### src/rtl/decode_stage_pipelined_pkg.sv
// rtl/decode_stage_pipelined_pkg.sv - RISC-V opcode/funct constants and ALU operation codes
package decode_stage_pipelined_pkg;

  localparam logic [6:0] OPC_LOAD   = 7'b0000011;
  localparam logic [6:0] OPC_OP_IMM = 7'b0010011;
  localparam logic [6:0] OPC_AUIPC  = 7'b0010111;
  localparam logic [6:0] OPC_STORE  = 7'b0100011;
  localparam logic [6:0] OPC_OP     = 7'b0110011;
  localparam logic [6:0] OPC_LUI    = 7'b0110111;
  localparam logic [6:0] OPC_BRANCH = 7'b1100011;
  localparam logic [6:0] OPC_JALR   = 7'b1100111;
  localparam logic [6:0] OPC_JAL    = 7'b1101111;

  localparam logic [2:0] F3_ADD  = 3'b000;
  localparam logic [2:0] F3_BEQ  = 3'b000;
  localparam logic [2:0] F3_BLT  = 3'b100;
  localparam logic [2:0] F3_BGE  = 3'b101;
  localparam logic [2:0] F3_BLTU = 3'b110;
  localparam logic [2:0] F3_BGEU = 3'b111;
  localparam logic [2:0] F3_SW   = 3'b010;

  localparam logic [6:0] F7_BASE   = 7'b0000000;
  localparam logic [6:0] F7_SUB    = 7'b0100000;
  localparam logic [6:0] F7_MULDIV = 7'b0000001;

  typedef enum logic [4:0] {
    ALU_ADDITION       = 5'd0,
    ALU_SUBTRACTION    = 5'd1,
    ALU_MULTIPLICATION = 5'd2,
    ALU_JALR           = 5'd3,
    ALU_JAL            = 5'd4,
    ALU_BEQ            = 5'd5,
    ALU_BLT            = 5'd6,
    ALU_BGE            = 5'd7,
    ALU_BLTU           = 5'd8,
    ALU_BGEU           = 5'd9
  } alu_op_e;

endpackage

### src/rtl/decode_stage_pipelined_if.sv
// rtl/decode_stage_pipelined_if.sv - fetch-side input and execute-side output bundle of the decode stage
interface decode_stage_pipelined_if #(
  parameter int XLEN     = 32,
  parameter int REG_AW   = 5,
  parameter int ALU_OP_W = 5
);
  logic                in_valid;
  logic                in_ready;
  logic [31:0]         instr;
  logic [XLEN-1:0]     in_pc;
  logic [XLEN-1:0]     in_next_pc;
  logic                flush;
  logic                out_valid;
  logic                out_ready;
  logic [XLEN-1:0]     operand1;
  logic [XLEN-1:0]     operand2;
  logic [REG_AW-1:0]   operand1_key;
  logic [REG_AW-1:0]   operand2_key;
  logic [ALU_OP_W-1:0] alu_operation;
  logic                dest_register_enable;
  logic [REG_AW-1:0]   dest_register_number;
  logic                is_load;
  logic                is_store;
  logic                illegal;
  logic [XLEN-1:0]     branch_dest;
  logic [XLEN-1:0]     source2_reg_value;
  logic [XLEN-1:0]     out_next_pc;

  modport master (
    output in_valid, instr, in_pc, in_next_pc, flush, out_ready,
    input  in_ready, out_valid, operand1, operand2, operand1_key, operand2_key,
           alu_operation, dest_register_enable, dest_register_number,
           is_load, is_store, illegal, branch_dest, source2_reg_value, out_next_pc
  );

  modport slave (
    input  in_valid, instr, in_pc, in_next_pc, flush, out_ready,
    output in_ready, out_valid, operand1, operand2, operand1_key, operand2_key,
           alu_operation, dest_register_enable, dest_register_number,
           is_load, is_store, illegal, branch_dest, source2_reg_value, out_next_pc
  );
endinterface

### src/rtl/decode_stage_pipelined_decode_logic.sv
// rtl/decode_stage_pipelined_decode_logic.sv - combinational instruction decode into the next output bundle
import decode_stage_pipelined_pkg::*;

module decode_logic #(
  parameter int XLEN     = 32,
  parameter int REG_AW   = 5,
  parameter int ALU_OP_W = 5
) (
  input  logic [31:0]         instr,
  input  logic [XLEN-1:0]     pc,
  input  logic [XLEN-1:0]     rs1_value,
  input  logic [XLEN-1:0]     rs2_value,
  output logic [XLEN-1:0]     operand1,
  output logic [XLEN-1:0]     operand2,
  output logic [REG_AW-1:0]   operand1_key,
  output logic [REG_AW-1:0]   operand2_key,
  output logic [ALU_OP_W-1:0] alu_operation,
  output logic                dest_register_enable,
  output logic [REG_AW-1:0]   dest_register_number,
  output logic                is_load,
  output logic                is_store,
  output logic                illegal,
  output logic [XLEN-1:0]     branch_dest,
  output logic                uses_rs1,
  output logic                uses_rs2
);
  logic [6:0]        opcode;
  logic [2:0]        funct3;
  logic [6:0]        funct7;
  logic signed [31:0] imm_i, imm_s, imm_b, imm_u, imm_j;
  alu_op_e           alu_code;
  logic              rd_en, bad;

  assign opcode = instr[6:0];
  assign funct3 = instr[14:12];
  assign funct7 = instr[31:25];
  assign imm_i  = {{20{instr[31]}}, instr[31:20]};
  assign imm_s  = {{20{instr[31]}}, instr[31:25], instr[11:7]};
  assign imm_b  = {{19{instr[31]}}, instr[31], instr[7], instr[30:25], instr[11:8], 1'b0};
  assign imm_u  = {instr[31:12], 12'b0};
  assign imm_j  = {{11{instr[31]}}, instr[31], instr[19:12], instr[20], instr[30:21], 1'b0};

  always_comb begin
    alu_code    = ALU_ADDITION;
    operand1    = '0;
    operand2    = '0;
    branch_dest = '0;
    rd_en       = 1'b0;
    is_load     = 1'b0;
    is_store    = 1'b0;
    bad         = 1'b0;
    uses_rs1    = 1'b0;
    uses_rs2    = 1'b0;
    case (opcode)
      OPC_OP: begin
        uses_rs1 = 1'b1;
        uses_rs2 = 1'b1;
        operand1 = rs1_value;
        operand2 = rs2_value;
        rd_en    = 1'b1;
        if (funct3 == F3_ADD && funct7 == F7_BASE)        alu_code = ALU_ADDITION;
        else if (funct3 == F3_ADD && funct7 == F7_SUB)    alu_code = ALU_SUBTRACTION;
        else if (funct3 == F3_ADD && funct7 == F7_MULDIV) alu_code = ALU_MULTIPLICATION;
        else bad = 1'b1;
      end
      OPC_OP_IMM: begin
        uses_rs1 = 1'b1;
        operand1 = rs1_value;
        operand2 = XLEN'(imm_i);
        rd_en    = 1'b1;
        bad      = (funct3 != F3_ADD);
      end
      OPC_LOAD: begin
        uses_rs1 = 1'b1;
        operand1 = rs1_value;
        operand2 = XLEN'(imm_i);
        rd_en    = 1'b1;
        is_load  = 1'b1;
        bad      = !(funct3 inside {3'b000, 3'b001, 3'b010, 3'b100, 3'b101});
      end
      OPC_STORE: begin
        uses_rs1 = 1'b1;
        uses_rs2 = 1'b1;
        operand1 = rs1_value;
        operand2 = XLEN'(imm_s);
        is_store = 1'b1;
        bad      = (funct3 > F3_SW);
      end
      OPC_BRANCH: begin
        uses_rs1    = 1'b1;
        uses_rs2    = 1'b1;
        operand1    = rs1_value;
        operand2    = rs2_value;
        branch_dest = pc + XLEN'(imm_b);
        case (funct3)
          F3_BEQ:  alu_code = ALU_BEQ;
          F3_BLT:  alu_code = ALU_BLT;
          F3_BGE:  alu_code = ALU_BGE;
          F3_BLTU: alu_code = ALU_BLTU;
          F3_BGEU: alu_code = ALU_BGEU;
          default: bad = 1'b1;
        endcase
      end
      OPC_JALR: begin
        uses_rs1    = 1'b1;
        operand1    = rs1_value;
        operand2    = XLEN'(imm_i);
        operand2[0] = 1'b0;
        rd_en       = 1'b1;
        alu_code    = ALU_JALR;
        bad         = (funct3 != F3_ADD);
      end
      OPC_JAL: begin
        operand1    = pc;
        operand2    = XLEN'(imm_j);
        branch_dest = pc + XLEN'(imm_j);
        rd_en       = 1'b1;
        alu_code    = ALU_JAL;
      end
      OPC_LUI: begin
        operand2 = XLEN'(imm_u);
        rd_en    = 1'b1;
      end
      OPC_AUIPC: begin
        operand1 = pc;
        operand2 = XLEN'(imm_u);
        rd_en    = 1'b1;
      end
      default: bad = 1'b1;
    endcase
    // Anything not decodable collapses to a NOP so execute never sees half-decoded fields.
    if (bad) begin
      alu_code    = ALU_ADDITION;
      operand1    = '0;
      operand2    = '0;
      branch_dest = '0;
      rd_en       = 1'b0;
      is_load     = 1'b0;
      is_store    = 1'b0;
      uses_rs1    = 1'b0;
      uses_rs2    = 1'b0;
    end
  end

  assign illegal              = bad;
  assign dest_register_enable = rd_en;
  assign dest_register_number = rd_en ? REG_AW'(instr[11:7]) : '0;
  assign operand1_key         = uses_rs1 ? REG_AW'(instr[19:15]) : '0;
  assign operand2_key         = uses_rs2 ? REG_AW'(instr[24:20]) : '0;
  assign alu_operation        = ALU_OP_W'(alu_code);

endmodule

### src/rtl/decode_stage_pipelined.sv
// rtl/decode_stage_pipelined.sv - decode pipeline stage with ready/valid handshake, load-use hazard and flush
import decode_stage_pipelined_pkg::*;

module decode_stage_pipelined #(
  parameter int XLEN     = 32,
  parameter int REG_AW   = 5,
  parameter int ALU_OP_W = 5,
  parameter int CNT_W    = 16
) (
  input  logic                   clk,
  input  logic                   reset,
  decode_stage_pipelined_if.slave bus,
  output logic [REG_AW-1:0]      source1_register_key,
  output logic [REG_AW-1:0]      source2_register_key,
  input  logic [XLEN-1:0]        source1_register_value,
  input  logic [XLEN-1:0]        source2_register_value,
  output logic [CNT_W-1:0]       stall_count
);
  typedef struct packed {
    logic [XLEN-1:0]     operand1;
    logic [XLEN-1:0]     operand2;
    logic [REG_AW-1:0]   operand1_key;
    logic [REG_AW-1:0]   operand2_key;
    logic [ALU_OP_W-1:0] alu_operation;
    logic                dest_register_enable;
    logic [REG_AW-1:0]   dest_register_number;
    logic                is_load;
    logic                is_store;
    logic                illegal;
    logic [XLEN-1:0]     branch_dest;
    logic [XLEN-1:0]     source2_reg_value;
    logic [XLEN-1:0]     out_next_pc;
  } bundle_t;

  bundle_t           dec, bundle_d, bundle_q;
  logic              out_valid_d, out_valid_q;
  logic [CNT_W-1:0]  stall_count_d, stall_count_q;
  logic              en, hazard, uses_rs1, uses_rs2;

  assign source1_register_key = REG_AW'(bus.instr[19:15]);
  assign source2_register_key = REG_AW'(bus.instr[24:20]);

  decode_logic #(.XLEN(XLEN), .REG_AW(REG_AW), .ALU_OP_W(ALU_OP_W)) u_decode (
    .instr                (bus.instr),
    .pc                   (bus.in_pc),
    .rs1_value            (source1_register_value),
    .rs2_value            (source2_register_value),
    .operand1             (dec.operand1),
    .operand2             (dec.operand2),
    .operand1_key         (dec.operand1_key),
    .operand2_key         (dec.operand2_key),
    .alu_operation        (dec.alu_operation),
    .dest_register_enable (dec.dest_register_enable),
    .dest_register_number (dec.dest_register_number),
    .is_load              (dec.is_load),
    .is_store             (dec.is_store),
    .illegal              (dec.illegal),
    .branch_dest          (dec.branch_dest),
    .uses_rs1             (uses_rs1),
    .uses_rs2             (uses_rs2)
  );

  assign dec.source2_reg_value = source2_register_value;
  assign dec.out_next_pc       = bus.in_next_pc;

  // Load result is not available until after execute, so a dependent instruction waits one bubble.
  assign hazard = bus.in_valid && out_valid_q && bundle_q.is_load
               && (bundle_q.dest_register_number != '0)
               && ((uses_rs1 && source1_register_key == bundle_q.dest_register_number)
                || (uses_rs2 && source2_register_key == bundle_q.dest_register_number));

  always_comb begin
    en            = bus.out_ready || !out_valid_q;
    bus.in_ready  = bus.flush || (en && !hazard);
    out_valid_d   = out_valid_q;
    bundle_d      = bundle_q;
    stall_count_d = stall_count_q;
    if (bus.flush) begin
      out_valid_d = 1'b0;
    end else if (en) begin
      if (hazard) begin
        out_valid_d = 1'b0;
        if (stall_count_q != '1) stall_count_d = stall_count_q + CNT_W'(1);
      end else if (bus.in_valid) begin
        out_valid_d = 1'b1;
        bundle_d    = dec;
      end else begin
        out_valid_d = 1'b0;
      end
    end
  end

  always_ff @(posedge clk) begin
    if (reset) begin
      out_valid_q            <= 1'b0;
      stall_count_q          <= '0;
      bundle_q               <= '0;
      bundle_q.alu_operation <= ALU_OP_W'(ALU_ADDITION);
    end else begin
      out_valid_q   <= out_valid_d;
      stall_count_q <= stall_count_d;
      bundle_q      <= bundle_d;
    end
  end

  assign bus.out_valid            = out_valid_q;
  assign bus.operand1             = bundle_q.operand1;
  assign bus.operand2             = bundle_q.operand2;
  assign bus.operand1_key         = bundle_q.operand1_key;
  assign bus.operand2_key         = bundle_q.operand2_key;
  assign bus.alu_operation        = bundle_q.alu_operation;
  assign bus.dest_register_enable = bundle_q.dest_register_enable;
  assign bus.dest_register_number = bundle_q.dest_register_number;
  assign bus.is_load              = bundle_q.is_load;
  assign bus.is_store             = bundle_q.is_store;
  assign bus.illegal              = bundle_q.illegal;
  assign bus.branch_dest          = bundle_q.branch_dest;
  assign bus.source2_reg_value    = bundle_q.source2_reg_value;
  assign bus.out_next_pc          = bundle_q.out_next_pc;
  assign stall_count              = stall_count_q;

endmodule

### src/flat_wrapper.sv
// flat-port wrapper written by rule: the top's interface ports become plain ports
module decode_stage_pipelined_flat 
#(
  parameter int XLEN     = 32,
  parameter int REG_AW   = 5,
  parameter int ALU_OP_W = 5,
  parameter int CNT_W    = 16
)
  (clk, reset, source1_register_key, source2_register_key, source1_register_value, source2_register_value, stall_count, bus_in_valid, bus_instr, bus_in_pc, bus_in_next_pc, bus_flush, bus_out_ready, bus_in_ready, bus_out_valid, bus_operand1, bus_operand2, bus_operand1_key, bus_operand2_key, bus_alu_operation, bus_dest_register_enable, bus_dest_register_number, bus_is_load, bus_is_store, bus_illegal, bus_branch_dest, bus_source2_reg_value, bus_out_next_pc);
  decode_stage_pipelined_if #(.XLEN(XLEN), .REG_AW(REG_AW), .ALU_OP_W(ALU_OP_W)) bus_i ();
  input  logic clk;
  input  logic reset;
  output logic [REG_AW-1:0] source1_register_key;
  output logic [REG_AW-1:0] source2_register_key;
  input  logic [XLEN-1:0] source1_register_value;
  input  logic [XLEN-1:0] source2_register_value;
  output logic [CNT_W-1:0] stall_count;
  input wire logic [$bits(bus_i.in_valid)-1:0] bus_in_valid;
  input wire logic [$bits(bus_i.instr)-1:0] bus_instr;
  input wire logic [$bits(bus_i.in_pc)-1:0] bus_in_pc;
  input wire logic [$bits(bus_i.in_next_pc)-1:0] bus_in_next_pc;
  input wire logic [$bits(bus_i.flush)-1:0] bus_flush;
  input wire logic [$bits(bus_i.out_ready)-1:0] bus_out_ready;
  output wire logic [$bits(bus_i.in_ready)-1:0] bus_in_ready;
  output wire logic [$bits(bus_i.out_valid)-1:0] bus_out_valid;
  output wire logic [$bits(bus_i.operand1)-1:0] bus_operand1;
  output wire logic [$bits(bus_i.operand2)-1:0] bus_operand2;
  output wire logic [$bits(bus_i.operand1_key)-1:0] bus_operand1_key;
  output wire logic [$bits(bus_i.operand2_key)-1:0] bus_operand2_key;
  output wire logic [$bits(bus_i.alu_operation)-1:0] bus_alu_operation;
  output wire logic [$bits(bus_i.dest_register_enable)-1:0] bus_dest_register_enable;
  output wire logic [$bits(bus_i.dest_register_number)-1:0] bus_dest_register_number;
  output wire logic [$bits(bus_i.is_load)-1:0] bus_is_load;
  output wire logic [$bits(bus_i.is_store)-1:0] bus_is_store;
  output wire logic [$bits(bus_i.illegal)-1:0] bus_illegal;
  output wire logic [$bits(bus_i.branch_dest)-1:0] bus_branch_dest;
  output wire logic [$bits(bus_i.source2_reg_value)-1:0] bus_source2_reg_value;
  output wire logic [$bits(bus_i.out_next_pc)-1:0] bus_out_next_pc;
  assign bus_i.in_valid = bus_in_valid;
  assign bus_i.instr = bus_instr;
  assign bus_i.in_pc = bus_in_pc;
  assign bus_i.in_next_pc = bus_in_next_pc;
  assign bus_i.flush = bus_flush;
  assign bus_i.out_ready = bus_out_ready;
  assign bus_in_ready = bus_i.in_ready;
  assign bus_out_valid = bus_i.out_valid;
  assign bus_operand1 = bus_i.operand1;
  assign bus_operand2 = bus_i.operand2;
  assign bus_operand1_key = bus_i.operand1_key;
  assign bus_operand2_key = bus_i.operand2_key;
  assign bus_alu_operation = bus_i.alu_operation;
  assign bus_dest_register_enable = bus_i.dest_register_enable;
  assign bus_dest_register_number = bus_i.dest_register_number;
  assign bus_is_load = bus_i.is_load;
  assign bus_is_store = bus_i.is_store;
  assign bus_illegal = bus_i.illegal;
  assign bus_branch_dest = bus_i.branch_dest;
  assign bus_source2_reg_value = bus_i.source2_reg_value;
  assign bus_out_next_pc = bus_i.out_next_pc;
  decode_stage_pipelined #(.XLEN(XLEN), .REG_AW(REG_AW), .ALU_OP_W(ALU_OP_W), .CNT_W(CNT_W)) u_core (.clk(clk), .reset(reset), .bus(bus_i), .source1_register_key(source1_register_key), .source2_register_key(source2_register_key), .source1_register_value(source1_register_value), .source2_register_value(source2_register_value), .stall_count(stall_count));
endmodule
### config.mk
export PLATFORM = sky130hd
export DESIGN_NAME = decode_stage_pipelined_flat
export DESIGN_NICKNAME = d
export VERILOG_FILES = /design/src/rtl/decode_stage_pipelined_pkg.sv /design/src/rtl/decode_stage_pipelined_if.sv /design/src/rtl/decode_stage_pipelined_decode_logic.sv /design/src/rtl/decode_stage_pipelined.sv /design/src/flat_wrapper.sv
export SDC_FILE = /design/constraint.sdc
export NUM_CORES = 1
export LEC_CHECK = 0
export ABC_AREA = 1
export CORE_MARGIN = 4
export CORE_UTILIZATION = 38
export CTS_CLUSTER_DIAMETER = 200
export DETAILED_ROUTE_END_ITERATION = 6
export HOLD_SLACK_MARGIN = 0.08
export PLACE_DENSITY = 0.66
export SYNTH_ARGS = -nofsm -noshare
export SYNTH_HDL_FRONTEND = slang
export SYNTH_SLANG_ARGS = --single-unit
### constraint.sdc
create_clock -name clk -period 5.54 [get_ports clk]
set_input_delay 1.108 -clock clk [delete_from_list [all_inputs] [get_ports clk]]
set_output_delay 1.108 -clock clk [all_outputs]
set_load 0.03 [all_outputs]
==> key figures <==
Outcome
  – Status: complete, but fails checks
  – Violated checks: DRC

Drt
  – DR WL/cell: 17.90 µm
  – Routed WL: 54,830 µm
  – Initial DRC Count: 1,133
  – DRC viols: 1
  – Vias: 15,100
  – Post-DRT Antenna Nets: 0
  – Vias per cell: 4.928
  – Pre-Repair DR Iteration Count: 7

Pwr
  – Max VDD drop: 0.0002280 V
  – Power Dens Cells: 227.1 mW/mm²
  – Pleak: 8.696 nW

Global route
  – First-pass GRT wire length: 83,070 µm
  – Initial antenna violation count: 2
  – Largest net degree at the start of global routing: 108
  – Vias in the first global route: 14,110
  – Total track usage: 27.78%
  – Grt ovf: 0

STA
  – Final period util: 89.31%
  – Worst Skew: 0.01066 ns
  – Total negative slack: 0 ns
  – Final Setup Violations: 0
  – Fin crit period: 4.948 ns
  – Count of final hold-check violations: 0
  – Fin. max-slew vios: 0
  – Max transition margin: 17.39%
  – Achievable Freq: 202.1 MHz
  – Least-Margin Pin Slew: 1.239 ns
  – RSZ-0062 raised after global routing: false
  – Final setup margin: 0.5920 ns

Placed design
  – Post-Place Worst Slack: 0.6419 ns
  – IO Port Bufs: 375
  – DP Wirelength: 42,450 µm
  – Area after DPL: 0.01725 mm²
  – GP Congestion: 0.9688
  – Placed Cells incl. Taps: 3,030

CTS
  – # clock sinks: 200
  – CTS-repair resized insts: 0
  – CTS hold repair buffers: 0
  – CTS tree: yes
  – Num CTS Buffers: 17
  – Latest clock arrival within the worst-skew pair: 0.46 ns
  – Clock root buffer: clkbuf_16
  – Post-CTS Setup Bufs: 0
  – Clock transition at the registers of the reported paths: 0.07 ns
  – H-tree depth: 4
  – Max Buffers Root-to-Sink: 2

Yosys
  – Post-synth EDFFs: 0
  – Gate count of the mapped netlist: 2,291
  – Post-synth ARST share: 0%
  – Syn_area_per_cell: 5.786 µm²
  – Flops & latches, synth: 200
  – Primary FF master, synth: dfxtp_1
  – Syn nets: 2,491
  – Unique masters post-synth: 40
  – Ys Warns: 0
  – Seq/Total Area, Yosys: 30.20%
  – Netlist Area Pre-Place: 0.01326 mm²

Worst setup path
  – R2R depth: 9
  – CP startpoint kind: input port
  – Crit. End Element: output pin
  – CP Launch Point: bus_instr[12]
  – Crit Path Category: input port to output pin
  – Crit-path max FO: 7
  – CP most frequent cell: nand2_1
  – CP arrival: 3.84 ns
  – WP data required: 4.43 ns
  – Cell Chain, Critical Path: clkdlybuf4s50_1 -> nor2_2 -> nand2_1 -> nor3_1 -> nor2_1 -> nor2_2 -> nand4_1 -> nand2_2 -> nand2_4 -> nand2_1 -> nand2_1 -> clkdlybuf4s50_1
  – Worst flop-to-flop path startpoint: u_core.bus.dest_register_number[3]
  – Slowest CP cell: clkdlybuf4s50_1
  – CP peak stage delay: 0.64 ns

Die
  – Die height: 194.8 µm
  – Core area: 0.03446 mm²
  – Ports: 377
  – Row count: 68
  – Die area: 0.03794 mm²
  – Chip width: 194.8 µm
  – Initial Util: 38.47%

Layout
  – Register Area: 0.004004 mm²
  – Synth-to-Final Area Change: 34.62%
  – Layout cell share with drive strength beyond 1: 5.178%
  – Final std cells w/o fill: 3,064
  – Area of the multi-input gates: 0.006929 mm²
  – Final nets: 2,794
  – Final Instance Area: 0.01785 mm²
  – Fill cell count: 3,579

Min path
  – Hold_sp: u_core.bus.operand1[21]
  – Hold Path Class: register to register
  – Worst Hold Depth: 4

Flow run
  – Max-Cap Viols: 0
## kinds of logic (layout without fill, tap and decap cells)
group / Yosys count / count (layout) / share of synthesized area (%)
compound gates: 196 / 196 / 8.079
other cells: 1 / 3 / 0.02829
fa+ha+maj: 35 / 35 / 3.360
xor+xnor: 8 / 8 / 0.5286
flops: 200 / 200 / 30.20
buf+inv: 585 / 901 / 17.71
simple gates: 1266 / 1266 / 40.09
## path summary, 6_finish.rpt
| check | slack [ns] | end |
|---|---|---|
| worst min register to register | 0.51 | u_core.bus.operand1[21] |
| worst max-delay path | 0.59 | bus_in_ready |
| worst max register to register | 2.66 | u_core.bus.alu_operation[2] |
| worst min-delay path | 0.51 | u_core.bus.operand1[21] |
## power by group
part / switching, W / internal (W)
logic: 0.000716 / 0.000454
clock network: 0.000639 / 0.000670
registers: 0.0000509 / 0.00152
## layout by cell type (no fill, tap or decap), types with 3 or more instances in the layout
master,n
clkbuf_16,17
nor4_1,3
nor2_1,396
or2_2,12
o21bai_1,15
a31oi_1,3
buf_4,24
a21o_1,4
xor2_1,6
nor3_1,9
ha_1,34
a21oi_1,77
nand4_1,141
nand3b_1,6
nand2_1,610
o21ai_0,82
nor2_2,3
inv_2,52
inv_1,413
inv_6,3
buf_12,3
dfxtp_1,200
a22oi_1,3
clkdlybuf4s50_1,375
nand3_1,78
o22ai_1,3
clkbuf_8,3
## critical path, delay by kind of cell
kind	cells	cell delay (ns)
simple gates	10	1.47
buf+inv	2	1.26
## Yosys cell counts, types with 4 or more instances
| cell | instances | area share, % |
|---|---|---|
| inv_1 | 413 | 12 |
| or2_2 | 12 | 0.57 |
| clkbuf_1 | 51 | 1.4 |
| nor3_1 | 9 | 0.34 |
| inv_2 | 53 | 1.5 |
| nor2_1 | 397 | 11 |
| buf_2 | 37 | 1.4 |
| buf_1 | 8 | 0.23 |
| o21ai_0 | 82 | 3.1 |
| nand3_1 | 78 | 2.9 |
| a21oi_1 | 78 | 2.9 |
| buf_6 | 6 | 0.51 |
| xor2_1 | 6 | 0.40 |
| a21o_1 | 4 | 0.23 |
| nand2_1 | 611 | 17 |
| nand4_1 | 141 | 6.7 |
| buf_4 | 16 | 0.91 |
| nand3b_1 | 6 | 0.34 |
| o21bai_1 | 15 | 0.85 |
| dfxtp_1 | 200 | 30 |
| ha_1 | 34 | 3.2 |
## layout make-up
| type | count | area share (%) |
|---|---|---|
| sequential | 200 | 22.44 |
| inverter | 467 | 9.851 |
| tap | 455 | 3.190 |
| timing repair buffer | 402 | 22.38 |
| multi-input combinational | 1506 | 38.83 |
| antenna | 2 | 0.02804 |
| clock inverter | 10 | 0.6310 |
| clock buffer | 22 | 2.657 |
## per-stage QoR
stage / power (W) / util [%] / hold WS [ns]
global placement: 0.002758 / 50.07 / 0.4956
detailed placement: 0.002762 / 50.07 / 0.4971
global route: 0.004235 / 51.79 / 0.5372
finish: 0.004052 / 51.79 / 0.5101
floorplan: 0.002264 / - / 0.6309
CTS: 0.004065 / 51.78 / 0.5109
## per-layer routing
metal  vias up  global-route usage, %  wire (µm)
met1      6865                  40.19      25550
li1       7593                      -          -
met5         -                      0          0
met2       561                  40.73      23150
met4         0                  8.870       1591
met3        80                  6.674       4536
## registers in the layout, indices dropped and copies added (netlist names)
register / flops
u_core.bus.branch_dest: 32
u_core.bus.operand1: 32
u_core.bus.operand2: 32
u_core.bus.out_next_pc: 32
u_core.bus.source2_reg_value: 32
u_core.stall_count: 16
u_core.bus.dest_register_number: 5
u_core.bus.operand1_key: 5
u_core.bus.operand2_key: 5
u_core.bus.alu_operation: 4
u_core.bus.dest_register_enable: 1
u_core.bus.illegal: 1
u_core.bus.is_load: 1
u_core.bus.is_store: 1
u_core.bus.out_valid: 1
No activity file was read; power rests on OpenSTA's default activity.
